<file path="src/rtl/solo_squash_pkg.sv">
// Shared constants for the solo squash key conditioning path.
package solo_squash_pkg;

  localparam int NUM_KEYS     = 4;

  localparam int KEY_PAUSE    = 0;
  localparam int KEY_NEW_GAME = 1;
  localparam int KEY_DOWN     = 2;
  localparam int KEY_UP       = 3;

endpackage

</file>
<file path="src/rtl/solo_squash_debounce_channel.sv">
// One key channel: synchroniser chain, stability counter, debounced level
// and one-cycle press/release pulses. Everything is active-low on the pad side.
module solo_squash_debounce_channel #(
  parameter int SYNC_STAGES    = 2,
  parameter int DEBOUNCE_LIMIT = 250000
) (
  input  logic clk,
  input  logic reset_n,
  input  logic enable,
  input  logic raw_n,
  output logic level_n,
  output logic press_pulse,
  output logic release_pulse
);

  localparam int CW = $clog2(DEBOUNCE_LIMIT + 1);
  // The edge that sees this count with synced still different is the one
  // that accepts the change, so the counter never reaches DEBOUNCE_LIMIT.
  localparam logic [CW-1:0] LAST = CW'(DEBOUNCE_LIMIT - 1);

  logic [SYNC_STAGES-1:0] sync_q;
  logic [CW-1:0]          count_q;
  logic                   synced;

  assign synced = sync_q[SYNC_STAGES-1];

  // Synchronise, count stable cycles, update the level and emit pulses.
  // Gating by enable mirrors reset so that forcing the level high never pulses.
  always_ff @(posedge clk) begin
    if (!reset_n || !enable) begin
      sync_q        <= '1;
      count_q       <= '0;
      level_n       <= 1'b1;
      press_pulse   <= 1'b0;
      release_pulse <= 1'b0;
    end else begin
      sync_q        <= {sync_q[SYNC_STAGES-2:0], raw_n};
      press_pulse   <= 1'b0;
      release_pulse <= 1'b0;
      if (synced == level_n) begin
        count_q <= '0;
      end else if (count_q == LAST) begin
        count_q       <= '0;
        level_n       <= synced;
        press_pulse   <= ~synced;
        release_pulse <= synced;
      end else begin
        count_q <= count_q + 1'b1;
      end
    end
  end

endmodule

</file>
<file path="src/rtl/solo_squash_input_conditioner.sv">
// Conditions the four active-low game keys between the pads and the core:
// synchronises, debounces and produces press/release pulses per key.
module solo_squash_input_conditioner
  import solo_squash_pkg::*;
#(
  parameter int SYNC_STAGES    = 2,
  parameter int DEBOUNCE_LIMIT = 250000
) (
  input  logic                wb_clk_i,
  input  logic                reset_n,
  input  logic                gpio_ready,
  input  logic [NUM_KEYS-1:0] keys_raw_n,
  output logic [NUM_KEYS-1:0] keys_n,
  output logic [NUM_KEYS-1:0] key_press,
  output logic [NUM_KEYS-1:0] key_release
);

  logic [NUM_KEYS-1:0] level_n;
  logic [NUM_KEYS-1:0] press_pulse;
  logic [NUM_KEYS-1:0] release_pulse;

  // Independent channel per key; outputs come straight from channel flops.
  for (genvar i = 0; i < NUM_KEYS; i++) begin : g_key
    solo_squash_debounce_channel #(
      .SYNC_STAGES   (SYNC_STAGES),
      .DEBOUNCE_LIMIT(DEBOUNCE_LIMIT)
    ) u_channel (
      .clk          (wb_clk_i),
      .reset_n      (reset_n),
      .enable       (gpio_ready),
      .raw_n        (keys_raw_n[i]),
      .level_n      (level_n[i]),
      .press_pulse  (press_pulse[i]),
      .release_pulse(release_pulse[i])
    );
  end

  assign keys_n      = level_n;
  assign key_press   = press_pulse;
  assign key_release = release_pulse;

endmodule

</file>
<file path="config.mk">
export PLATFORM = sky130hd
export DESIGN_NAME = solo_squash_input_conditioner
export DESIGN_NICKNAME = d
export VERILOG_FILES = /design/src/rtl/solo_squash_pkg.sv /design/src/rtl/solo_squash_debounce_channel.sv /design/src/rtl/solo_squash_input_conditioner.sv
export SDC_FILE = /design/constraint.sdc
export NUM_CORES = 1
export LEC_CHECK = 0
export CAP_MARGIN = 5
export CORE_MARGIN = 2
export CORE_UTILIZATION = 50
export DETAILED_ROUTE_END_ITERATION = 10
export GPL_TIMING_DRIVEN = 0
export PLACE_DENSITY = 0.67
export SYNTH_ARGS = -nofsm -noshare
export SYNTH_HDL_FRONTEND = slang
export SYNTH_HIERARCHICAL = 1
export SYNTH_SLANG_ARGS = --single-unit
</file>
<file path="constraint.sdc">
create_clock -name wb_clk_i -period 2.25 [get_ports wb_clk_i]
set_clock_uncertainty 0.2 [all_clocks]
set_input_delay 0.45 -clock wb_clk_i [delete_from_list [all_inputs] [get_ports wb_clk_i]]
set_output_delay 0.45 -clock wb_clk_i [all_outputs]
set_load 0.05 [all_outputs]
</file>
* Yosys cells after proc, flatten, opt, wreduce, memory -nomap -nowiden
Index checks and enable logic that the tools add are counted.
Storage, ports and cells: input port bits 7, logic and storage cells 59, latch bits 0, bits in writable memories 0, memory bits (read-only) 0, register bits 92, memories 0
Cells by class: div/mod/pow operators 0, $mul 0, $lt $le $gt $ge 0, bitwise logic cells 12, reduce and logical (&&, ||, !) cells 15, eq/ne operators 8, $add $sub $neg 4, shift operators 0, muxes and demuxes 0
Operators with widths (count):
- 18-bit by 1-bit adder with 18-bit output, second input constant | 4
- 18-bit == test, second input constant | 4
- 3-bit OR reduction | 8
- 1-bit inverter | 12
- 2-bit AND reduction | 4
- 1-bit == test | 4
- 1-bit zero test | 2
- 1-bit logical OR | 1

* Depth between registers and ports, before layout
Gate-level depths: netlist of the first run.
depth in word-level cells 3, mapped depth 7, mapped depth without buffers 5

* Cells and area by module
Netlist of the first run, hierarchy kept.
By module, submodules not included:
- solo_squash_debounce_channel | times used 4, area each 1008.5 um2, cells an instance 108

* Worst setup path after synthesis of the first run
OpenSTA, ideal clock, no wires.
path type flip-flop to flip-flop, from register g_key[0].u_channel.count_q[0], to register g_key[0].u_channel.count_q[16], path slack 0.327 ns, stages on the path, launching flop included 8, data required time 1.935 ns, buffers on the path 2, data arrival time 1.608 ns, setup time 0.115 ns, cells stage by stage dfxtp_1 > ha_1 > nand3_1 > nor4_1 > a21bo_1 > buf_2 > buf_4 > nor2_1
Between the ends: cells in the longest elaborated chain, start to end 2
Ends and longest elaborated chain:
- start, declared | RTL line solo_squash_debounce_channel.sv:22 | logic [CW-1:0] count_q;
- start signal, assigned | RTL line solo_squash_debounce_channel.sv:48 | count_q <= count_q + 1'b1;
- parallel branches: the longest is 2 deep, another holds 18-bit by 1-bit adder with 18-bit output
Parallel ways; which one is timed is not known. A chain may end at the register's enable or synchronous reset.

* Worst setup path in the final report of the first run
from register g_key[0].u_channel.level_n, to output port keys_n[0]
RTL lines:
- start, declared | RTL line solo_squash_debounce_channel.sv:11 | output logic level_n,
- start signal, assigned | RTL line solo_squash_debounce_channel.sv:44 | level_n <= synced;
- end, declared | RTL line solo_squash_input_conditioner.sv:13 | output logic [NUM_KEYS-1:0] keys_n,
No word-level cell between the ends.

==> impl_metrics.toml, run 1 <==
[floorplanning]
dieWidth_um = 93.8
start_util = 0.519
dieHeight_um = 93.8
core.rowCount = 32
core_um2 = 7770
ios = 19
dieArea_um2 = 8800

[synthesis]
synth-compound-area-share = 0.0447
muxShareOfSynthArea = 0
synth_ff_type = "dfxtp_1"
synth_adder_area_share = 0.0124
synth_edf_count = 0
synthArstFlopShare = 0
yosys.area_share.simple = 0.340
synth.most_common_cell = "dfxtp_1"
ys_seq_elements = 92
seq_area_frac_synth = 0.457
yosysTopAreaCellShare = 0.457
syn-num-nets = 443
synthTopCellsByCount = "92 x dfxtp_1, 72 x nor2_1, 36 x xnor2_1, 32 x nand3_1, 28 x nor4_1"
synth_xor_xnor_area_share = 0.130
synth_area_per_cell_um2 = 9.34
yosys.area.top_type = "dfxtp_1"
syn_inst = 432
synthTopCellsByArea = "dfxtp_1 46%, xnor2_1 7.8%, nor2_1 6.7%"
synth_top_family_by_area = "simple AND/OR/NAND/NOR gates"
ys_types = 29
synth.cell_area_um2 = 4030
ys_warn_count = 6

[cts]
cts_hold_buf = 0
clk_transition_reported_paths_ns = 0.09
clock-root-buffer = "clkbuf_8"
clock_latency_ns = 0.35
clock_path_buffers = 2
cts-buffers-inserted = 9
clock_sinks = 92
cts_setup_buffers = 0
h-tree-depth = 3
cts_tree = "built"

[setup_path]
cp_max_fo = 4
critPathKind = "reg2out"
timing.reg2reg.worst_path_depth = 7
critPathTopFamily = "buffers and inverters"
arrival_ns = 1.54
slowest_delay_ns = 0.82
start_kind = "flip-flop"
path_cells = "clkdlybuf4s50_1"
r2r_end = "g_key[3].u_channel/count_q[8]$_SDFF_PP0_"
cp.buffers_inverters = 1
cp-startpoint = "g_key[0].u_channel/level_n$_SDFFE_PP1P_"
cp-end-kind = "output port"
reg2reg_slack_ns = 0.07
crit_path_top_delay_cell = "clkdlybuf4s50_1"
crit_required_ns = 1.60
reg2reg_from = "g_key[3].u_channel/count_q[0]$_SDFF_PP0_"

[routing]
wirelength_um = 7140
via_per_inst = 5.38
first_pass_iters = 4
routedWlPerCell_um = 12.6
vias = 3057
drtIter0Drc = 87
drc_errors = 0
antenna_left = 0

[sta]
hold_violations = 0
worst_pin_slew_ns = 0.502
setup_viol_count_final = 0
timing.fmax_mhz = 457
finalMaxSlewViolations = 0
slew_headroom = 0.664
finalSetupTns_ns = 0
fin_crit_sh = 0.973
min_period_ns = 2.19

[final_layout]
layout.area.seq_um2 = 1840
num-nets-final = 472
layout-drive-gt1-share = 0.122
syn2layout_area_growth_pct = 14.1
diodes = 0
multi_input_area_um2 = 2190
design_area_um2 = 4600
fillers = 703

[worst_hold_path]
whs_path_depth = 1
hold_path_class = "reg2reg"
min_delay_worst_endpoint = "g_key[3].u_channel/sync_q[1]$_SDFF_PP1_"
min-delay-start = "g_key[3].u_channel/sync_q[0]$_SDFF_PP1_"

[placement]
dp_hpwl_um = 4980
place_congestion = 0.794
io_buffers = 18
placed_area_um2 = 4340

[run_status]
status = "complete, no violations"

[global_routing]
grt_pass1_vias = 2738
gr-total-overflow = 0
grt_pass1_wl_um = 12100
grt_antenna_before_repair = 0
grt_max_degree = 15
grt.total_usage = 0.170

[power_and_ir_drop]
ir_drop_mv = 0.327
p_per_area_nw_per_um2 = 599
leakage_nw = 1.42

[flow_run]
drv_cap = 0
-- repair_timing --
action	4_1_cts	5_1_grt
hold endpoints to repair	0	0
cloned	0	0
resized for setup	4	9
endpoints found under the setup margin	37	42
-- how the worst max path moves through the flow --
stage	endpoint	slack (ns)	cells past startpoint
floorplan	g_key[0].u_channel/count_q[16]$_SDFF_PP0_	0.33	7
global placement	g_key[3].u_channel/count_q[8]$_SDFF_PP0_	-0.06	7
detailed placement	g_key[3].u_channel/count_q[10]$_SDFF_PP0_	-0.07	7
CTS	keys_n[1]	0.01	1
global route	g_key[3].u_channel/count_q[8]$_SDFF_PP0_	-0.02	7
finish	keys_n[0]	0.06	1
-- metal layers --
metal,share of wire,vias to the layer above,track usage,routed length (µm)
met5,0,-,0,0
met4,0.012,0,0.0725,86
met3,0.030,8,0.0297,212
met2,0.44,51,0.268,3180
met1,0.51,1419,0.230,3670
li1,-,1579,-,-
-- sequential cells by signal, indices dropped and copies added, names as in the netlist --
| name | count |
|---|---|
| g_key.u_channel/count_q | 72 |
| g_key.u_channel/sync_q | 8 |
| g_key.u_channel/level_n | 4 |
| g_key.u_channel/press_pulse | 4 |
| g_key.u_channel/release_pulse | 4 |
-- where the power goes --
group | leakage, nW | internal, W | switching (W)
Sequential | 0.742 | 0.00163 | 0.00000195
Combinational | 0.580 | 0.0000174 | 0.0000138
Clock | 0.0938 | 0.000548 | 0.000546
-- placed cells by master (no fill, tap or decap), types with 8 or more instances in the layout --
cell type and instances:
dfxtp_1 92, nor2_1 72, xnor2_1 36, nand3_1 32, nand2_1 24, nor4_1 24
xor2_1 24, clkdlybuf4s50_1 16, nand2b_1 12, nand4_1 12, nor3_1 12, clkbuf_8 10
nand4_4 8, and3_1 8, or2_2 8
-- cell type report --
cell class,count,share of cell area
Multi-Input combinational cell,328,0.475
Sequential cell,92,0.400
Timing Repair Buffer,18,0.0402
Clock buffer,13,0.0323
Tap cell,102,0.0277
Buffer,8,0.0109
Clock inverter,3,0.0101
Inverter,4,0.00326
-- per-stage QoR --
step	power [W]	hold WS, ns	utilization	instances	worst slack [ns]
6_report	0.00276	0.216	0.593	568	0.0613
5_1_grt	0.00286	0.234	0.593	568	-0.0187
4_1_cts	0.00280	0.219	0.587	568	0.00994
3_5_place_dp	0.00170	0.199	0.559	552	-0.0744
3_3_place_gp	0.00170	0.195	0.559	552	-0.0642
2_1_floorplan	0.00169	0.193	-	432	0.327
-- kinds of logic (layout without fill, tap and decap cells) --
| kind of cell | Yosys count | count (layout) |
|---|---|---|
| AO/OA/AOI/OAI | 24 | 24 |
| XOR/XNOR | 60 | 60 |
| adder cells (fa/ha/maj) | 4 | 4 |
| buffers and inverters | 12 | 46 |
| flip-flops | 92 | 92 |
| AND/OR/NAND/NOR | 240 | 240 |
Power figures use the tool's default switching activity.
==> run 2: changes to the inputs <==
--- a/config.mk
+++ b/config.mk
@@ -9,8 +9,9 @@
 export CORE_MARGIN = 2
 export CORE_UTILIZATION = 50
 export DETAILED_ROUTE_END_ITERATION = 10
+export DONT_BUFFER_PORTS = 1
 export GPL_TIMING_DRIVEN = 0
-export PLACE_DENSITY = 0.67
+export PLACE_DENSITY = 0.64
 export SYNTH_ARGS = -nofsm -noshare
 export SYNTH_HDL_FRONTEND = slang
 export SYNTH_HIERARCHICAL = 1
==> run 2 against run 1 <==
Net effect: utilization fell by 2.4 points; via count fell by 2.4%; worst setup slack improved by 0.092 ns; sequential share of layout area rose by 1.7 points; clock-buffer cell count fell by 3; global-route usage rose by 1.2 points; power fell by 7.0%; critical path type is now reg2reg; largest power group unchanged; largest cell class unchanged.
==> impl_metrics.toml, run 2 (synthesized netlist as in run 1, its figures left out) <==
[run_status]
status = "complete, no violations"

[placement]
io_buffers = 0
dp.cells = 534
place_congestion = 0.797
dpl_worst_slack_ns = -0.0434
dp_hpwl_um = 5280

[final_layout]
final_util = 0.569
final_common_cell = "dfxtp_1"
top_register = "g_key.u_channel/count_q"
layout_common_cells = "91 x dfxtp_1, 72 x nor2_1, 36 x xnor2_1, 32 x nand3_1"
layout-drive-gt1-share = 0.127
syn2layout_area_growth_pct = 9.52
stdcell_count = 551
diodes = 0
fillers = 719
biggestRegsByFlops = "g_key.u_channel/count_q (72), g_key.u_channel/sync_q (8)"
largest_reg_flops = 72
num-nets-final = 458

[power_and_ir_drop]
p_comb_frac = 0.010
sw_frac_of_total = 0.212
p_clk_frac = 0.354
p_per_area_nw_per_um2 = 581
ir_drop_mv = 0.355
leakage_nw = 1.35
switchingPower_w = 0.000543
p_int_w = 0.00202
pwr-share-seq = 0.636

[sta]
finalSetupTns_ns = 0
slew_headroom = 0.627
finalWorstSetupSlack_ns = 0.153
min_period_ns = 2.10
timing.fmax_mhz = 477
rsz0062_at_grt = "no"
setup_viol_count_final = 0
finalMaxSlewViolations = 0
whs_ns = 0.147
hold_violations = 0
worst_pin_slew_ns = 0.559
fin_crit_sh = 0.932

[setup_path]
critPathKind = "reg2reg"
reg2reg_from = "g_key[3].u_channel/count_q[0]$_SDFF_PP0_"
start_kind = "flip-flop"
arrival_ns = 2.15
crit_required_ns = 2.30
cp-startpoint = "g_key[3].u_channel/count_q[0]$_SDFF_PP0_"
cp_max_fo = 10
cp-end-kind = "flip-flop"

[cts]
h-tree-depth = 3
cts_setup_buffers = 0
clock_sinks = 92
clock-root-buffer = "clkbuf_8"
cts_tree = "built"
clock_path_buffers = 2
clk_transition_reported_paths_ns = 0.08
cts-buffers-inserted = 9
clock_latency_ns = 0.36

[global_routing]
grt_pass1_wl_um = 12700
grt_antenna_before_repair = 0
gr-total-overflow = 0
grt.total_usage = 0.182
grt_max_degree = 14
grt_pass1_vias = 2796

[routing]
antenna_left = 0
vias = 2985
drtIter0Drc = 77
via_per_inst = 5.42
drc_errors = 0
first_pass_iters = 4
routedWlPerCell_um = 13.3
wirelength_um = 7320

[floorplanning]
dieHeight_um = 93.8
ios = 19
dieWidth_um = 93.8
core.rowCount = 32
start_util = 0.519
core_um2 = 7770
dieArea_um2 = 8800

[worst_hold_path]
min-delay-start = "gpio_ready"
hold_path_class = "in2reg"

[flow_run]
drv_cap = 0
[run 2: layer usage]
metal / part of all wire / GRT usage
met1: 0.49 / 0.233
met2: 0.46 / 0.290
met3: 0.038 / 0.0658
met4: 0.014 / 0.0519
met5: 0 / 0
[run 2: through the flow]
stage / total power, W / cell area (µm²)
3_3_place_gp: 0.00169 / 4160
2_1_floorplan: 0.00169 / 4030
6_report: 0.00257 / 4420
4_1_cts: 0.00261 / 4360
5_1_grt: 0.00268 / 4420
3_5_place_dp: 0.00169 / 4160
[run 2: final cells by class]
| class | instances | area (µm²) | share of cell area |
|---|---|---|---|
| clock buffers | 10 | 128 | 0.0289 |
| well taps | 102 | 128 | 0.0289 |
| repair buffers | 4 | 40.0 | 0.00906 |
| inverters | 4 | 15.0 | 0.00340 |
| clock inverters | 3 | 17.5 | 0.00396 |
| multi-input cells | 328 | 2200 | 0.497 |
| flip-flops and latches | 92 | 1840 | 0.417 |
| plain buffers | 8 | 50.0 | 0.0113 |
[run 2: worst paths after layout]
check,slack (ns),to,depth (start not counted)
worst max-delay path,0.15,g_key[3].u_channel/count_q[13]$_SDFF_PP0_,7
worst min-delay path,0.15,g_key[2].u_channel/release_pulse$_SDFF_PP0_,2
worst max register to register,0.15,g_key[3].u_channel/count_q[13]$_SDFF_PP0_,7
worst min register to register,0.22,g_key[3].u_channel/sync_q[1]$_SDFF_PP1_,1
[run 2: power groups by stage]
stage	registers [W]	clock network (W)	logic (W)
after global routing	0.00163	0.00102	0.0000277
after CTS	0.00163	0.000953	0.0000243
after detailed placement	0.00167	0	0.0000202
after floorplan	0.00167	0	0.0000155
after global placement	0.00167	0	0.0000196
final	0.00163	0.000908	0.0000250
[run 2: repair_timing]
| item | in CTS | in global routing |
|---|---|---|
| gates resized for setup | 3 | 10 |
| endpoints found under the setup margin | 30 | 40 |
| endpoints found under the hold margin | 3 | 1 |
| hold buffers | 3 | 1 |
[run 2: critical path, stage by stage, from the launching register on]
cell	delay [ns]
dfxtp_1	0.42
ha_2	0.29
nand3_1	0.18
nor4_4	0.29
a21bo_1	0.14
buf_2	0.20
buf_4	0.20
nor2_1	0.06
==> run 3: changes to the inputs <==
--- a/config.mk
+++ b/config.mk
@@ -11,7 +11,7 @@
 export DETAILED_ROUTE_END_ITERATION = 10
 export DONT_BUFFER_PORTS = 1
 export GPL_TIMING_DRIVEN = 0
-export PLACE_DENSITY = 0.64
+export PLACE_DENSITY = 0.67
 export SYNTH_ARGS = -nofsm -noshare
 export SYNTH_HDL_FRONTEND = slang
 export SYNTH_HIERARCHICAL = 1
==> constraint.sdc (replaced) <==
create_clock -name wb_clk_i -period 1.8 [get_ports wb_clk_i]
set_clock_uncertainty 0.2 [all_clocks]
set_input_delay 0.36 -clock wb_clk_i [delete_from_list [all_inputs] [get_ports wb_clk_i]]
set_output_delay 0.36 -clock wb_clk_i [all_outputs]
set_load 0.05 [all_outputs]
==> run 3 against run 2 <==
Net effect: the run now ends with setup timing left; fmax is 13% higher; wire length is 20% higher; sequential share of layout area fell by 1.9 points; worst hold slack got worse by 0.084 ns; highest routed layer unchanged.
==> impl_metrics.toml, run 3 (synthesized netlist as in run 1, its figures left out) <==
[run_status]
status = "finished, violations left"
failed_checks = "setup timing"

[cts]
cts-buffers-inserted = 9
cts_tree = "built"
clock_path_buffers = 2
clock_latency_ns = 0.35
h-tree-depth = 3
clk_transition_reported_paths_ns = 0.09
clock_sinks = 92
clock-root-buffer = "clkbuf_8"

[final_layout]
design_area_um2 = 5130
layout-drive-gt1-share = 0.357
final_common_cell = "nor2_1"
syn2layout_area_growth_pct = 27.1
diodes = 0
largest_reg_flops = 72
layout_common_cells = "72 x nor2_1, 49 x dfxtp_4, 39 x buf_4, 36 x xnor2_1, 32 x dfxtp_1"
num-nets-final = 496
biggestRegsByFlops = "g_key.u_channel/count_q (72), g_key.u_channel/sync_q (8)"
top_register = "g_key.u_channel/count_q"
final_util = 0.660

[setup_path]
arrival_ns = 1.92
path_cells = "nand4_1, or4_4, or3_4, a21oi_2"
crit_path_top_delay_cell = "or4_4"
timing.reg2reg.worst_path_depth = 4
reg2reg_from = "g_key[0].u_channel/count_q[9]$_SDFF_PP0_"
cp_max_fo = 4
cp-startpoint = "g_key[0].u_channel/count_q[9]$_SDFF_PP0_"
critPathKind = "reg2reg"
slowest_delay_ns = 0.56
cp-end-kind = "flip-flop"
start_kind = "flip-flop"
crit_required_ns = 1.87

[floorplanning]
core_um2 = 7770
dieArea_um2 = 8800
dieHeight_um = 93.8
dieWidth_um = 93.8
core.rowCount = 32
ios = 19
start_util = 0.519

[flow_run]
drv_cap = 0

[routing]
vias = 3288
drc_errors = 0
via_per_inst = 5.55
antenna_left = 0
first_pass_iters = 4
wirelength_um = 8760
routedWlPerCell_um = 14.8
drtIter0Drc = 98

[global_routing]
grt.busiest_layer = "met2"
grt_max_degree = 16
grt.total_usage = 0.195
gr-total-overflow = 0
grt_pass1_wl_um = 14000
grt_pass1_vias = 3030
use_met2 = 0.324
use_met3 = 0.0345
met1_usage = 0.252
grt_antenna_before_repair = 0

[power_and_ir_drop]
ir_drop_mv = 0.433
total_power_w = 0.00345
leakage_nw = 1.65
p_per_area_nw_per_um2 = 673

[sta]
slew_headroom = 0.681
hold_violations = 0
finalWorstSetupSlack_ns = -0.0498
finalMaxSlewViolations = 0
fin_crit_sh = 1.03
timing.fmax_mhz = 541
rsz0062_at_grt = "yes"
setup_viol_count_final = 1
whs_ns = 0.0630
min_period_ns = 1.85
worst_pin_slew_ns = 0.478

[placement]
dp_hpwl_um = 5120
io_buffers = 0
placed_area_um2 = 4230
place_congestion = 0.765

[worst_hold_path]
hold_path_class = "in2reg"
min-delay-start = "gpio_ready"
whs_path_depth = 2
-- run 3: routing by layer --
metal	wire (µm)	vias to the layer above
met2	4340	72
met4	102	0
met3	274	8
met5	0	-
met1	4040	1575
li1	-	1633
-- run 3: through the flow --
stage / std cells / setup WS (ns) / TNS (ns)
final: 592 / -0.0498 / -0.0498
after global routing: 592 / -0.0825 / -0.652
after CTS: 566 / -0.0250 / -0.0250
after detailed placement: 534 / -0.230 / -10.52
after global placement: 534 / -0.216 / -10.03
after floorplan: 432 / 0.0111 / 0
-- run 3: where the power goes --
part           switching (W)  internal (W)
combinational      0.0000164     0.0000178
clock               0.000727      0.000721
sequential        0.00000289       0.00196
-- run 3: final cells by class --
| cell class | count | area, µm² |
|---|---|---|
| tap | 102 | 128 |
| clock buffer | 11 | 151 |
| fill | 629 | 2640 |
| multi-input combinational | 328 | 2310 |
| timing repair buffer | 42 | 325 |
| buffer | 8 | 97.6 |
| clock inverter | 5 | 58.8 |
| inverter | 4 | 15.0 |
| sequential | 92 | 2040 |
-- run 3: worst max-delay path: cells and delay by family (launching register included) --
family	cells	cell delay, ns
and+or+nand+nor	3	1.06
DFF	1	0.37
AOI/OAI and AO/OA	1	0.16
-- run 3: what timing repair did --
action / in CTS / in global routing
gates resized for setup: 92 / 44
hold endpoints to repair: 4 / 0
setup endpoints to repair: 79 / 44
hold buffers: 4 / 0
setup buffers: 12 / 26
pin swaps: 11 / 18
-- run 3: worst paths after layout --
check        slack [ns]                                         to
max               -0.05  g_key[0].u_channel/count_q[17]$_SDFF_PP0_
min                0.06  g_key[2].u_channel/press_pulse$_SDFF_PP0_
max reg2reg       -0.05  g_key[0].u_channel/count_q[17]$_SDFF_PP0_
min reg2reg        0.21    g_key[0].u_channel/sync_q[1]$_SDFF_PP1_
